### config.mk
export PLATFORM = sky130hd
export DESIGN_NAME = wgt_fifo_ctrl
export DESIGN_NICKNAME = d
export VERILOG_FILES = /design/src/rtl/wgt_fifo_ctrl.sv
export SDC_FILE = /design/constraint.sdc
export NUM_CORES = 1
export LEC_CHECK = 0
export ABC_AREA = 1
export CORE_MARGIN = 2
export CORE_UTILIZATION = 45
export DETAILED_ROUTE_END_ITERATION = 10
export PLACE_DENSITY = 0.71
export SYNTH_ARGS = -nofsm -noshare
export SYNTH_HDL_FRONTEND = slang
export SYNTH_SLANG_ARGS = --single-unit
### constraint.sdc
create_clock -name clk -period 4.84 [get_ports clk]
set_clock_uncertainty 0.15 [all_clocks]
set_input_delay 0.968 -clock clk [delete_from_list [all_inputs] [get_ports clk]]
set_output_delay 0.968 -clock clk [all_outputs]
set_load 0.03 [all_outputs]
### src/rtl/wgt_fifo_ctrl.sv
// Weight FIFO controller: clears, loads and reads out the systolic weight FIFOs for one layer.
// Optional multi-pass reuse of loaded weights is enabled with macro WGT_CTRL_REUSE_EN.
module wgt_fifo_ctrl #(
  parameter int NUM_FIFO          = 16,
  parameter int MAX_WGT_FIFO_SIZE = 4608,
  parameter int CNT_WIDTH         = 13
) (
  input  logic                 clk,
  input  logic                 rst,
  input  logic                 start,
  input  logic [CNT_WIDTH-1:0] num_wgt,
  input  logic [4:0]           read_wgt_size,
  input  logic [7:0]           num_reuse,
  input  logic                 wgt_valid,
  input  logic                 read_go,
  output logic                 wr_clr,
  output logic                 rd_clr,
  output logic                 wr_en,
  output logic [NUM_FIFO-1:0]  rd_en,
  output logic                 load_done,
  output logic                 done,
  output logic                 busy
);

  // One extra bit: a read pass spans num_wgt + NUM_FIFO - 1 cycles.
  localparam int CW = CNT_WIDTH + 1;
  localparam logic [CNT_WIDTH-1:0] WOne = 1;
  localparam logic [CW-1:0]        COne = 1;

  typedef enum logic [2:0] {
    StIdle, StClr, StLoad, StWait, StRead, StRewind, StFin
  } state_t;

  state_t                 state_q, state_d;
  logic [CNT_WIDTH-1:0]   nwgt_q, nwgt_d;
  logic [CW-1:0]          ncol_q, ncol_d;
  logic [CNT_WIDTH-1:0]   wcnt_q, wcnt_d;
  logic [CW-1:0]          rcyc_q, rcyc_d;
  logic                   load_done_q, load_done_d;
  logic [NUM_FIFO-1:0]    rd_en_q, rd_en_d;
  logic                   rd_active;
  logic [CW-1:0]          read_len;

`ifdef WGT_CTRL_REUSE_EN
  logic [7:0]             reuse_q, reuse_d;
  logic [7:0]             pass_q, pass_d;
`else
  logic                   unused_reuse;
  assign unused_reuse = ^num_reuse;
`endif

  assign read_len = {1'b0, nwgt_q} + ncol_q - COne;

  always_comb begin
    state_d     = state_q;
    nwgt_d      = nwgt_q;
    ncol_d      = ncol_q;
    wcnt_d      = wcnt_q;
    rcyc_d      = rcyc_q;
    load_done_d = 1'b0;
    rd_active   = 1'b0;
    wr_clr      = 1'b0;
    rd_clr      = 1'b0;
    wr_en       = 1'b0;
    done        = 1'b0;
    busy        = (state_q != StIdle);
`ifdef WGT_CTRL_REUSE_EN
    reuse_d     = reuse_q;
    pass_d      = pass_q;
`endif

    unique case (state_q)
      StIdle: begin
        if (start) begin
          // Oversized requests are clamped to the physical FIFO depth.
          nwgt_d = (int'(num_wgt) > MAX_WGT_FIFO_SIZE) ? CNT_WIDTH'(MAX_WGT_FIFO_SIZE) : num_wgt;
          ncol_d = (read_wgt_size == 5'd0 || int'(read_wgt_size) > NUM_FIFO) ?
                   CW'(NUM_FIFO) : CW'(read_wgt_size);
`ifdef WGT_CTRL_REUSE_EN
          reuse_d = num_reuse;
`endif
          state_d = StClr;
        end
      end

      StClr: begin
        wr_clr = 1'b1;
        rd_clr = 1'b1;
        wcnt_d = '0;
        rcyc_d = '0;
`ifdef WGT_CTRL_REUSE_EN
        pass_d = '0;
`endif
        state_d = (nwgt_q == '0) ? StFin : StLoad;
      end

      StLoad: begin
        wr_en = wgt_valid;
        if (wgt_valid) begin
          wcnt_d = wcnt_q + WOne;
          if (wcnt_q == nwgt_q - WOne) begin
            load_done_d = 1'b1;
            state_d     = StWait;
          end
        end
      end

      StWait: begin
        if (read_go) begin
          rcyc_d    = '0;
          rd_active = 1'b1;
          state_d   = StRead;
        end
      end

      StRead: begin
        if (rcyc_q == read_len - COne) begin
          rcyc_d = '0;
`ifdef WGT_CTRL_REUSE_EN
          state_d = (pass_q < reuse_q) ? StRewind : StFin;
`else
          state_d = StFin;
`endif
        end else begin
          rcyc_d    = rcyc_q + COne;
          rd_active = 1'b1;
        end
      end

      StRewind: begin
        rd_clr  = 1'b1;
`ifdef WGT_CTRL_REUSE_EN
        pass_d  = pass_q + 8'd1;
`endif
        state_d = StWait;
      end

      StFin: begin
        done    = 1'b1;
        state_d = StIdle;
      end

      default: state_d = StIdle;
    endcase

    // Column i reads during pass cycles i .. i+num_wgt-1; registered, so use next cycle index.
    for (int i = 0; i < NUM_FIFO; i++) begin
      rd_en_d[i] = rd_active && (rcyc_d >= CW'(i)) &&
                   ((rcyc_d - CW'(i)) < {1'b0, nwgt_q}) && (CW'(i) < ncol_q);
    end
  end

  always_ff @(posedge clk or posedge rst) begin
    if (rst) begin
      state_q     <= StIdle;
      nwgt_q      <= '0;
      ncol_q      <= '0;
      wcnt_q      <= '0;
      rcyc_q      <= '0;
      load_done_q <= 1'b0;
      rd_en_q     <= '0;
`ifdef WGT_CTRL_REUSE_EN
      reuse_q     <= '0;
      pass_q      <= '0;
`endif
    end else begin
      state_q     <= state_d;
      nwgt_q      <= nwgt_d;
      ncol_q      <= ncol_d;
      wcnt_q      <= wcnt_d;
      rcyc_q      <= rcyc_d;
      load_done_q <= load_done_d;
      rd_en_q     <= rd_en_d;
`ifdef WGT_CTRL_REUSE_EN
      reuse_q     <= reuse_d;
      pass_q      <= pass_d;
`endif
    end
  end

  assign load_done = load_done_q;
  assign rd_en     = rd_en_q;

endmodule

Word-level counts from Yosys, hierarchy flattened

Index checks and enable logic that the tools add are counted.
W data, S select, Z words.

Flip-flop bits (word level): 74
Bits of input ports: 31

Add/sub/neg operators: 21
Order comparisons: 50
Eq/ne operators: 13
Mux-type cells: 24
Reduce and logical (&&, ||, !) cells: 58

Operator list:

| cell                    | count |
|---|---|
| $lt A14 B13 Y1          | 16 |
| $ge A14 B4 Y1 const B   | 8 |
| $lt A4 B14 Y1 const A   | 8 |
| $sub A14 B4 Y14 const B | 8 |
| $ge A14 B3 Y1 const B   | 4 |
| $lt A3 B14 Y1 const A   | 4 |
| $sub A14 B3 Y14 const B | 4 |
| $logic_and A1 B1 Y1     | 48 |
| $pmux W14 S3            | 1 |
| $sub A14 B1 Y14 const B | 3 |
| $ge A14 B1 Y1 const B   | 2 |
| $ge A14 B2 Y1 const B   | 2 |
| $lt A1 B14 Y1 const A   | 2 |
| $lt A2 B14 Y1 const A   | 2 |
| $mux W14                | 2 |
| $sub A14 B2 Y14 const B | 2 |
| $mux W13                | 2 |
| $pmux W13 S2            | 1 |
| $mux W3                 | 6 |
| $pmux W3 S6             | 1 |
| $add A13 B14 Y14        | 1 |
| $add A14 B1 Y14 const B | 1 |
| $eq A14 B14 Y1          | 1 |
| $add A13 B1 Y13 const B | 1 |
| 20 further kinds        | 36 |

Longest topological paths before layout

Depth in word-level cells: 10
Depth in mapped cells: 38
Mapped depth without buffers: 38

Worst setup path before layout

OpenSTA, ideal clock, no wires.

Path type: reg2reg
Start: register nwgt_q[4]
End: register rd_en_q[5] (netlist: rd_en[5])
Library setup time: 77 ps
Arrival: 4859 ps
Required time: 4613 ps
Slack: -246 ps
Stages on the path, launching flop included: 33
Buffers on the path: 1
Period minus slack after synthesis: 5086 ps
Path through: dfrtp_1 > inv_1 > ha_1 > inv_1 > ha_1 > buf_6 > nand2_1 > inv_2 > a21oi_2 > inv_1 > nand2_1 > nand3_1 > nor2_1 > nor2_2 > nand3_4 > nand2_8 > o22ai_1 > inv_1 > ha_1 > a21oi_2 > nor2_1 > nor2_1 > xor2_1 > ha_1 > nand2_1 > nor2_1 > a211oi_1 > nand2_1 > nand2_1 > nand2_1 > nand2_1 > nand2_1 > a21oi_1

Word-level cells in the longest chain between the ends: 10
Elaborated cells on any way between the ends: 14

Ends and longest elaborated chain:

| element                                               | line     | source |
|---|---|---|
| start, declared                                       | 35       | `logic [CNT_WIDTH-1:0] nwgt_q, nwgt_d;` |
| start signal, assigned                                | 168      | `nwgt_q <= nwgt_d;` |
| $add A13 B14 Y14 *                                    | 52       | `assign read_len = {1'b0, nwgt_q} + ncol_q - COne;` |
| $sub A14 B1 Y14 *                                     | 52       |  |
| $sub A14 B1 Y14 *                                     | 117      | `if (rcyc_q == read_len - COne) begin` |
| $eq A14 B14 Y1 *                                      | 117      |  |
| $mux W14 *                                            | 117      |  |
| $pmux W14 S3 *                                        | 72       | `unique case (state_q)` |
| net rcyc_d[1]                                         | 38       | `logic [CW-1:0] rcyc_q, rcyc_d;` |
| $sub A14 B3 Y14 or $ge A14 B3 Y1 (tied branches)      | 149, 148 |  |
| $lt A14 B13 Y1 or $logic_and A1 B1 Y1 (tied branches) | 149, 148 |  |
| $logic_and A1 B1 Y1 *                                 | 148      | `rd_en_d[i] = rd_active && (rcyc_d >= CW'(i)) &&` |
| $logic_and A1 B1 Y1 *                                 | 149      | `((rcyc_d - CW'(i)) < {1'b0, nwgt_q}) && (CW'(i) < ncol_q);` |
| net rd_en_d[5]                                        | 40       | `logic [NUM_FIFO-1:0] rd_en_q, rd_en_d;` |
| end signal, assigned                                  | 173      | `rd_en_q <= rd_en_d;` |
| end, declared                                         | 40       |  |

The timed path passes the listed nets; every way through them passes the cells marked *.
A chain may end at the register's enable or synchronous reset.

Worst setup path in the final report

Start: register ncol_q[1]
End: register rd_en_q[9] (netlist: rd_en[9])

Word-level cells in the longest chain between the ends: 10
Elaborated cells on any way between the ends: 15

Ends and longest elaborated chain:

| element                                               | line     | source |
|---|---|---|
| start, declared                                       | 36       | `logic [CW-1:0] ncol_q, ncol_d;` |
| start signal, assigned                                | 169      | `ncol_q <= ncol_d;` |
| $add A13 B14 Y14                                      | 52       |  |
| $sub A14 B1 Y14                                       | 52       |  |
| $sub A14 B1 Y14                                       | 117      |  |
| $eq A14 B14 Y1                                        | 117      |  |
| $mux W14                                              | 117      |  |
| $pmux W14 S3                                          | 72       |  |
| $sub A14 B4 Y14 or $ge A14 B4 Y1 (tied branches)      | 149, 148 |  |
| $lt A14 B13 Y1 or $logic_and A1 B1 Y1 (tied branches) | 149, 148 |  |
| $logic_and A1 B1 Y1                                   | 148      |  |
| $logic_and A1 B1 Y1 *                                 | 149      |  |
| net rd_en_d[9]                                        | 40       |  |

Marked as above.

==> flow_metrics.tcl <==
set metrics [dict create \
    p_leak_uw 0.00828 \
    avgSynthCellArea_um2 6.71 \
    status "complete, but fails checks" \
    dpl_worst_slack_ns -0.505 \
    p_switching_uw 3080 \
    clkPwrFrac_pct 11.7 \
    worstPathMaxFanout 6 \
    drc_errors 0 \
    drt_iter0_markers 1042 \
    p_int_uw 2730 \
    yosysWarnings 0 \
    max_slew_margin_pct 43.8 \
    stdcell_count 2422 \
    post-route-min-period_ns 5.15 \
    powerDensity_nw_per_um2 353 \
    grt_pass1_wl_um 67700 \
    path_common_cell "nand2_1" \
    seqPwrFrac_pct 12.1 \
    vias 13300 \
    reg2reg_from "ncol_q[1]" \
    p_comb_share_pct 76.1 \
    yosysTopAreaCell "ha_1" \
    grt_usage_pct 32.8 \
    ir_drop_v 0.000410 \
    rsz0062_at_grt "true" \
    areaGrowthSynthToFinish_pct 40.9 \
    grt_max_degree 36 \
    wire_per_inst_um 19.1 \
    numCtsBuffers 9 \
    fmax_mhz 194 \
    antenna_left 0 \
    io_buffers 44 \
    cp.arrival_ns 5.27 \
    final_nets 2339 \
    hold_violations 0 \
    r2r_slack_ns -0.31 \
    yosysMostFrequentCell "nand2_1" \
    cts.path.max_buffers 2 \
    detailed_place_hpwl_um 35300 \
    dr.pass1.iters 6 \
    slowest_stage "fa_2" \
    ys_types 48 \
    fillers 2147 \
    layout-drive-gt1-share_pct 29.3 \
    syn_nets 1991 \
    setup_viol 15 \
    grt_pass1_vias 12600 \
    cts_sinks 65 \
    min_path_type "register to register" \
    postSynth.asyncResetShare_pct 100 \
    holdCritStartpoint "wcnt_q[2]" \
    cts.clk_slew.worst_paths_ns 0.07 \
    synth_area_leaders "ha_1, nand2_1, dfrtp_1, xor2_1, inv_1" \
    ys_seq_elements 65 \
    dp.cells 2341 \
    path_class "register to register" \
    final_max_slew_viol_count 0 \
    io_pins 53 \
    ys.flop_type "dfrtp_1" \
    yosysSeqAreaShare_pct 13.9 \
    cap_violations 0 \
    setup_slack_ns -0.313 \
    synth_top_area_share_pct 23.6 \
    r2r_end "rd_en[9]" \
    critical_path.max_stage_delay_ns 0.54 \
    clock_latency_ns 0.35 \
    fp.dieH_um 165 \
    post-route-period-util_pct 106 \
    hold_depth 3 \
    htreeDepth 3 \
    violations "negative setup slack" \
    coreArea_um2 25300 \
    synth_common_cells "nand2_1, ha_1, inv_1" \
    fp.dieW_um 165 \
    worst-slew-pin-transition_ns 0.839 \
    swShare_pct 53.0 \
    cts-root-buf "clkbuf_16" \
    hold_slack_ns 0.394 \
    worstSetupStartpointType "register" \
    die_area_um2 27200 \
    holdPathEnd "wcnt_q[2]" \
    antenna_cells 0 \
    syn_inst 1739 \
    num_rows 58 \
    worst-endpoint-required_ns 4.95 \
    vias_per_cell 5.49 \
    synth_area_um2 11700 \
    r2r_cells 33 \
    grt_overflow_total 0 \
    crit_path_end_kind "register" \
    antenna_found_initial 0 \
    place.gp.congestion 1.07 \
    start_util_pct 46.1 \
    wirelength_um 46300 \
    synth_edf_count 0 \
    cts_tree "done" \
]
[flip-flops by register name, summed over array words and instances, names as in the netlist]
signal	count
ncol_q	5
rd_en	16
rcyc_q	14
nwgt_q	13
state_q	3
wcnt_q	13
load_done	1
[metrics by stage]
| step | cell area, um^2 | util [%] | total power (uW) | TNS (ns) |
|---|---|---|---|---|
| final | 16400 | 64.9 | 5810 | -3.00 |
| after global placement | 14300 | 56.6 | 4500 | -4.86 |
| after global routing | 16400 | 64.9 | 6330 | -6.55 |
| after floorplan | 11700 | - | 3360 | 0 |
| after CTS | 15400 | 60.9 | 5420 | -1.05 |
| after detailed placement | 14300 | 56.6 | 4630 | -5.63 |
[timing repair]
action                                  in CTS  in global routing
pin swaps                                   54                149
endpoints found under the setup margin      15                 15
gates resized for setup                    148                183
hold buffers                                 0                  0
setup buffers                               27                 43
[power groups by stage]
stage / registers [uW] / logic [uW] / clock network (uW)
detailed placement: 712 / 3920 / 0
finish: 704 / 4420 / 682
global placement: 707 / 3800 / 0
CTS: 703 / 4040 / 683
floorplan: 712 / 2640 / 0
global route: 714 / 4920 / 704
[critical path, delay by kind of cell, from the launching register on]
kind,cells,cell delay [ns]
buf+inv,7,0.63
flops,1,0.40
compound gates,2,0.41
xor+xnor,1,0.16
simple gates,18,1.89
fa+ha+maj,5,1.39
[layout make-up]
type	count	area, um^2	share of cell area (%)
Timing Repair Buffer	360	3030	18.4
Sequential cell	65	1630	9.90
Inverter	241	950	5.78
Multi-Input combinational cell	1410	10100	61.5
Tap cell	330	413	2.51
Clock buffer	9	225	1.37
Clock inverter	7	80.1	0.487
[layout by cell type (no fill, tap or decap), types with 41 or more instances in the layout]
cell             netlist  final
buf_4                  3    278
xor2_1               166    157
clkdlybuf4s50_1        0     44
nand2_2                9     41
nand2_1              447    397
nand3_1               88     78
ha_1                 220    195
nor2_1               155    120
inv_1                218    189
a21oi_1              102     70
dfrtp_1               65     65
nor3_1                51     47
[worst max path at each step]
stage | from | to | slack, ns | depth (start not counted)
2_1_floorplan | nwgt_q[4] | rd_en[5] | 0.00003 | 32
3_3_place_gp | ncol_q[1] | rd_en[11] | -0.50 | 35
3_5_place_dp | ncol_q[1] | rd_en[11] | -0.51 | 35
4_1_cts | ncol_q[1] | rd_en[3] | -0.14 | 38
5_1_grt | ncol_q[1] | rd_en[9] | -0.59 | 33
6_report | ncol_q[1] | rd_en[9] | -0.31 | 33
[logic make-up (layout without fill, tap and decap cells)]
kind of cell	Yosys count	after routing	share of synthesized area, %
fa+ha+maj	221	221	23.8
buf+inv	264	617	9.00
compound gates	208	208	10.4
xor+xnor	177	177	13.3
flops	65	65	13.9
simple gates	804	804	29.6
[layer usage]
metal,global-route usage [%],wire length [um],share of wire [%]
met1,39.3,18000,39
met2,56.7,22000,48
met3,2.84,2830,6.1
met4,20.4,3450,7.5
met5,0,0,0
Note: power is estimated with default switching activity, not from simulation.
